--- config.mk ---
export PLATFORM = sky130hd
export DESIGN_NAME = alu_dsp48
export DESIGN_NICKNAME = d
export VERILOG_FILES = /design/src/rtl/alu_dsp48_pkg.sv /design/src/rtl/alu_dsp48_setlogic.sv /design/src/rtl/alu_dsp48.sv
export SDC_FILE = /design/constraint.sdc
export NUM_CORES = 1
export LEC_CHECK = 0
export ABC_AREA = 1
export BUFFER_PORTS_ARGS = -buffer_cell sky130_fd_sc_hd__buf_4
export CORE_MARGIN = 2
export CORE_UTILIZATION = 54
export CTS_CLUSTER_DIAMETER = 60
export DETAILED_ROUTE_END_ITERATION = 16
export PLACE_DENSITY = 0.74
export RECOVER_POWER = 50
export SYNTH_ARGS = -nofsm -noshare
export SYNTH_HDL_FRONTEND = slang
export SYNTH_HIERARCHICAL = 1
export SYNTH_SLANG_ARGS = --single-unit
--- constraint.sdc ---
create_clock -name clock -period 7.4 [get_ports clock]
set_input_delay 1.48 -clock clock [delete_from_list [all_inputs] [get_ports clock]]
set_output_delay 1.48 -clock clock [all_outputs]
set_load 0.1 [all_outputs]
--- src/rtl/alu_dsp48_pkg.sv ---
// alu_dsp48_pkg: shared constants and types for the alu_dsp48 slice.
//   OPM_*   : OPMODE words for the two supported mux settings
//   ALUM_*  : ALUMODE codes (add, subtract, xor/xnor, and/or)
//   setinst_t : post-op compare select applied to the subtract result
package alu_dsp48_pkg;

    localparam logic [8:0] OPM_XZ       = 9'b000110011;
    localparam logic [8:0] OPM_XZ_YONES = 9'b000111011;

    localparam logic [3:0] ALUM_ADD    = 4'b0000;
    localparam logic [3:0] ALUM_SUB    = 4'b0011;
    localparam logic [3:0] ALUM_XOR    = 4'b0100;
    localparam logic [3:0] ALUM_AND_OR = 4'b1100;

    typedef enum logic [1:0] {
        SET_NONE = 2'b00,
        SET_SEQ  = 2'b01,
        SET_SLTU = 2'b10,
        SET_SLTS = 2'b11
    } setinst_t;

endpackage

--- src/rtl/alu_dsp48_setlogic.sv ---
// alu_dsp48_setlogic: combinational compare flag generator.
//   diff    in  WIDTH+1  {0,a} - {0,b}; bit WIDTH is the unsigned borrow
//   a_msb   in  1        sign bit of the minuend
//   b_msb   in  1        sign bit of the subtrahend
//   setinst in  2        compare select (none, SEQ, SLTU, SLTS)
//   flag    out 1        selected compare result
module alu_dsp48_setlogic
    import alu_dsp48_pkg::*;
#(
    parameter int WIDTH = 16
) (
    input  logic [WIDTH:0] diff,
    input  logic           a_msb,
    input  logic           b_msb,
    input  setinst_t       setinst,
    output logic           flag
);

    logic ovf;

    // Signed overflow: operands differ in sign and the result sign differs from the minuend.
    assign ovf = (a_msb ^ b_msb) & (diff[WIDTH-1] ^ a_msb);

    always_comb begin
        flag = 1'b0;
        case (setinst)
            SET_SEQ:  flag = (diff == '0);
            SET_SLTU: flag = diff[WIDTH];
            SET_SLTS: flag = diff[WIDTH-1] ^ ovf;
            default:  flag = 1'b0;
        endcase
    end

endmodule

--- src/rtl/alu_dsp48.sv ---
// alu_dsp48: two-stage pipelined logic/add/sub ALU slice in DSP48E2 style.
//   clock     in  1      rising-edge clock
//   reset     in  1      synchronous active-high reset, clears every register
//   in0       in  WIDTH  Z-path operand (minuend)
//   in1       in  WIDTH  X-path operand (subtrahend)
//   carryin   in  1      CIN
//   opmode    in  9      X[1:0] Y[3:2] Z[6:4] W[8:7] mux selects
//   alumode   in  4      ALU function
//   setinst   in  2      compare select applied to the subtract result
//   valid_in  in  1      operand valid, travels with the data
//   out       out WIDTH  result (stage 2)
//   carryout  out 1      carry / borrow (stage 2)
//   valid_out out 1      result valid
// Build option: define ALU_DSP48_OUT_GATE_EN to force out/carryout to 0 while
// valid_out is low; otherwise they show whatever stage 2 holds.
module alu_dsp48
    import alu_dsp48_pkg::*;
#(
    parameter int WIDTH = 16
) (
    input  logic             clock,
    input  logic             reset,
    input  logic [WIDTH-1:0] in0,
    input  logic [WIDTH-1:0] in1,
    input  logic             carryin,
    input  logic [8:0]       opmode,
    input  logic [3:0]       alumode,
    input  logic [1:0]       setinst,
    input  logic             valid_in,
    output logic [WIDTH-1:0] out,
    output logic             carryout,
    output logic             valid_out
);

    logic [WIDTH-1:0] s1_in0, s1_in1;
    logic             s1_cin, s1_valid;
    logic [8:0]       s1_opmode;
    logic [3:0]       s1_alumode;
    setinst_t         s1_setinst;

    logic [WIDTH-1:0] p_out;
    logic             p_carry, p_valid;

    logic [WIDTH-1:0] x, y, z, w;
    logic [WIDTH:0]   sum_full;
    logic [WIDTH+1:0] sub_term;
    logic [WIDTH-1:0] sub_res;
    logic             borrow;
    logic [WIDTH:0]   cmp_diff;
    logic             flag;
    logic [WIDTH-1:0] res;
    logic             res_carry;

    always_ff @(posedge clock) begin
        if (reset) begin
            s1_in0     <= '0;
            s1_in1     <= '0;
            s1_cin     <= 1'b0;
            s1_opmode  <= '0;
            s1_alumode <= '0;
            s1_setinst <= SET_NONE;
            s1_valid   <= 1'b0;
        end else begin
            s1_in0     <= in0;
            s1_in1     <= in1;
            s1_cin     <= carryin;
            s1_opmode  <= opmode;
            s1_alumode <= alumode;
            s1_setinst <= setinst_t'(setinst);
            s1_valid   <= valid_in;
        end
    end

    assign x = (s1_opmode[1:0] == 2'b11)  ? s1_in1 : '0;
    assign y = (s1_opmode[3:2] == 2'b10)  ? '1     : '0;
    assign z = (s1_opmode[6:4] == 3'b011) ? s1_in0 : '0;
    // The W mux has no live source in this slice; every select yields zero.
    assign w = (s1_opmode[8:7] == 2'b00)  ? '0     : '0;

    assign sum_full = {1'b0, z} + {1'b0, w} + {1'b0, x} + {1'b0, y}
                    + {{WIDTH{1'b0}}, s1_cin};

    // Subtrahend kept two bits wider so the borrow is exact even when X+Y+CIN exceeds WIDTH bits.
    assign sub_term = {2'b00, w} + {2'b00, x} + {2'b00, y}
                    + {{(WIDTH+1){1'b0}}, s1_cin};
    assign sub_res  = z - sub_term[WIDTH-1:0];
    assign borrow   = ({2'b00, z} < sub_term);

    // Compares only run with CIN=0, so the subtrahend is X+Y reduced to WIDTH bits.
    assign cmp_diff = {1'b0, z} - {1'b0, sub_term[WIDTH-1:0]};

    alu_dsp48_setlogic #(
        .WIDTH (WIDTH)
    ) u_setlogic (
        .diff    (cmp_diff),
        .a_msb   (z[WIDTH-1]),
        .b_msb   (sub_term[WIDTH-1]),
        .setinst (s1_setinst),
        .flag    (flag)
    );

    always_comb begin
        res       = '0;
        res_carry = 1'b0;
        case (s1_alumode)
            ALUM_ADD: begin
                res       = sum_full[WIDTH-1:0];
                res_carry = sum_full[WIDTH];
            end
            ALUM_SUB: begin
                res       = sub_res;
                res_carry = borrow;
            end
            ALUM_AND_OR: begin
                case (s1_opmode[3:2])
                    2'b00:   res = x & z;
                    2'b10:   res = x | z;
                    default: res = '0;
                endcase
            end
            ALUM_XOR: begin
                case (s1_opmode[3:2])
                    2'b00:   res = x ^ z;
                    2'b10:   res = ~(x ^ z);
                    default: res = '0;
                endcase
            end
            default: begin
                res       = '0;
                res_carry = 1'b0;
            end
        endcase
        if (s1_setinst != SET_NONE) begin
            if ((s1_alumode == ALUM_SUB) && !s1_cin) begin
                res = {{(WIDTH-1){1'b0}}, flag};
            end else begin
                res = '0;
            end
        end
    end

    always_ff @(posedge clock) begin
        if (reset) begin
            p_out   <= '0;
            p_carry <= 1'b0;
            p_valid <= 1'b0;
        end else begin
            p_out   <= res;
            p_carry <= res_carry;
            p_valid <= s1_valid;
        end
    end

`ifdef ALU_DSP48_OUT_GATE_EN
    assign out      = p_valid ? p_out : '0;
    assign carryout = p_valid & p_carry;
`else
    assign out      = p_out;
    assign carryout = p_carry;
`endif
    assign valid_out = p_valid;

endmodule

==> key figures <==
Status
  • Run status: finished with violations
  • Failing checks: max-capacitance violations, max-slew violations

Timing
  • Setup TNS: 0 ns
  • Period Utilization, post-route: 72.7%
  • Max Slew Vio Count: 52
  • Measured slew at the worst slew-check pin: 2.05 ns
  • Final Hold Slack: 0.409 ns
  • Final setup viols: 0
  • Hold Vio Cnt, Final: 0
  • Fmax: 186 MHz
  • RSZ-0062 raised after global routing: false
  • Worst Skew: 0.00650 ns
  • Setup ws final: 2.02 ns
  • Max-slew headroom: -36.7%
  • Crit path time final: 5.38 ns

Min path
  • Hold EP: valid_out
  • Hold Crit Class: reg2reg
  • Hold path cells: 2
  • HP Start: s1_valid

Layout
  • Fin cells: 1293
  • Ant diodes: 0
  • # nets final: 1269
  • Final Instance Area: 7580 sq um
  • Area Growth Syn to Fin: 13.3%
  • Final core occ: 62.9%
  • Ratio of cells with drive above 1 in the final layout: 11.1%

Floorplan
  • Die width: 115 um
  • Floorplan core area: 12100 sq um
  • Die area: 13300 sq um
  • Num rows: 40
  • # IOs: 69
  • Die Ht: 115 um
  • Starting Density: 55.5%

Place
  • GP Congestion: 0.947
  • Placed Instance Area: 7280 sq um
  • Worst slack, placed: 2.05 ns
  • IO Port Bufs: 66
  • DP Wirelength: 13600 um
  • # placed instances: 1277

Power and ir drop
  • Clock power share: 41.9%
  • Power Dens Cells: 139 nW/um^2
  • Combinational power share: 22.6%
  • Pint: 0.717 mW
  • VDD IR max: 125 uV
  • Sw power: 0.335 mW
  • Leak pwr: 4.60 nW
  • Switching Fraction: 31.8%
  • Total power: 1.05 mW
  • Sequential share of power: 35.5%

Clocking
  • Clk root buf: clkbuf_16
  • Hold Buf Count CTS: 0
  • TritonCTS clock tree: yes
  • # Post-CTS Setup Buffers: 0
  • CTS buffer count: 9
  • Clk_lat worst skew: 0.35 ns
  • Number of H-tree levels: 3
  • Post-CTS sizing: 0
  • Worst-case clock buffer depth: 2
  • Clock tree sinks: 65
  • Reg clk slew, reported paths: 0.06 ns

Synthesis
  • Post-synth top area share: 19.4%
  • Post-synth cell types: 41
  • Largest cells by area after synthesis: dfxtp_1 19%, nand2_1 17%, ha_1 15%
  • Syn Std Cell Area: 6690 sq um
  • Syn_area_per_cell: 6.31 sq um
  • Synthesized flop and latch total: 65
  • Sequential fraction of the synthesis area: 19.4%
  • Cell taking the most area after synthesis: dfxtp_1
  • Syn Inst Count: 1061
  • Synth Warn #: 6
  • Syn_nets: 1210

Setup path
  • Req. time, crit path: 7.67 ns
  • WS Path Type: reg2reg
  • Max incr delay on CP: 0.74 ns
  • R2R setup slack: 2.02 ns
  • Worst setup SP type: flop
  • Reg-to-Reg End: out[0]
  • CP endpoint kind: flop
  • Worst flop-to-flop path startpoint: s1_opmode[2]
  • Arr. time, crit path: 5.65 ns
  • Most used cell, CP: nand2_1
  • Worst Reg-to-Reg Cells: 30
  • Critical-path maximum fanout: 35
  • Crit path max-delay cell type: nand2_2

Routing
  • Pre-Repair DR Iteration Count: 6
  • Post-route DRC: 0
  • Vias post-DR: 6364
  • Post-Route WL: 16700 um
  • Antenna Nets Post-Route: 0
  • DR WL/cell: 13.0 um
  • DRT iter0 DRCs: 439
  • Via density: 4.92

GRT
  • Global-route wire length before repair: 27400 um
  • GRT Util Overall: 26.6%
  • Vias in the first global route: 5778
  • Initial antenna violation count: 0
  • Largest net degree at the start of global routing: 52
  • GRT overflow: 0

Run
  • Max-cap viol count: 1
[Yosys cell counts, drive strengths merged]
| cell | n |
|---|---|
| a211oi | 1 |
| a21oi | 40 |
| a22o | 1 |
| a22oi | 1 |
| a31oi | 2 |
| a41oi | 1 |
| and2 | 8 |
| buf | 10 |
| clkbuf | 8 |
| clkinv | 1 |
| dfxtp | 65 |
| fa | 19 |
| ha | 79 |
| inv | 234 |
| nand2 | 330 |
| nand3 | 65 |
| nand3b | 8 |
| nand4 | 7 |
| nor2 | 96 |
| nor3 | 9 |
| nor3b | 2 |
| nor4 | 2 |
| o211ai | 13 |
| o21ai | 35 |
| o21bai | 3 |
| or2 | 4 |
| xnor2 | 7 |
| xor2 | 10 |
[cell families after synthesis]
| logic type | Yosys count | share of synthesized area, % |
|---|---|---|
| AOI/OAI and AO/OA | 97 | 8.47 |
| xor gates and xnor gates | 17 | 2.56 |
| adders and majority gates | 98 | 20.5 |
| buffers and inverters | 253 | 15.0 |
| DFF | 65 | 19.4 |
| and+or+nand+nor | 531 | 34.0 |
[final cells by class]
class,instances,area (sq um)
well taps,168,210
inverters,235,883
fillers,1189,4480
clock buffers,9,225
clock inverters,7,83.8
multi-input cells,743,4390
flip-flops and latches,65,1300
repair buffers,66,492
[metal layers]
layer | up-vias | global-route usage [%] | share of wire (%)
li1 | 3358 | - | -
met1 | 2762 | 36.2 | 47
met2 | 212 | 42.4 | 44
met3 | 32 | 4.69 | 6.7
met4 | 0 | 9.48 | 2.3
met5 | - | 0 | 0
[state kept, by name, summed over array words and instances (netlist names)]
name	count
out	16
s1_in0	16
s1_in1	16
s1_opmode	7
s1_alumode	4
s1_setinst	2
carryout	1
s1_cin	1
s1_valid	1
valid_out	1
[how the worst max path moves through the flow]
stage | startpoint | end | slack (ns) | depth (start not counted)
global route | s1_opmode[2] | out[0] | 1.47 | 30
finish | s1_opmode[2] | out[0] | 2.02 | 30
CTS | s1_opmode[2] | out[0] | 2.03 | 27
detailed placement | s1_opmode[2] | out[0] | 2.05 | 30
global placement | s1_opmode[2] | out[0] | 2.10 | 27
floorplan | s1_opmode[2] | out[0] | 3.23 | 34
[worst max-delay path: cells and delay by family, from the launching register on]
family / cells / cell delay [ns]
AO/OA/AOI/OAI: 3 / 0.39
flip-flops: 1 / 0.37
AND/OR/NAND/NOR: 21 / 2.85
adder cells (fa/ha/maj): 2 / 0.92
buffers and inverters: 4 / 0.75
[placed cells by master (no fill, tap or decap), types with 13 or more instances in the layout]
cell      synthesis  final
nand2_1         311    311
inv_1           229    229
nor2_1           90     90
ha_1             79     79
dfxtp_1          65     65
buf_4             2     65
nand3_1          62     62
a21oi_1          38     38
o21ai_0          32     32
fa_1             19     19
nand2_2          17     17
o211ai_1         13     13
[power by group through the flow]
| stage | combinational [mW] | clock [mW] | sequential (mW) |
|---|---|---|---|
| floorplan | 0.155 | 0 | 0.399 |
| finish | 0.238 | 0.441 | 0.373 |
| global route | 0.264 | 0.464 | 0.374 |
| global placement | 0.232 | 0 | 0.380 |
| CTS | 0.236 | 0.447 | 0.373 |
| detailed placement | 0.235 | 0 | 0.381 |
(Power assumes the default switching activity.)
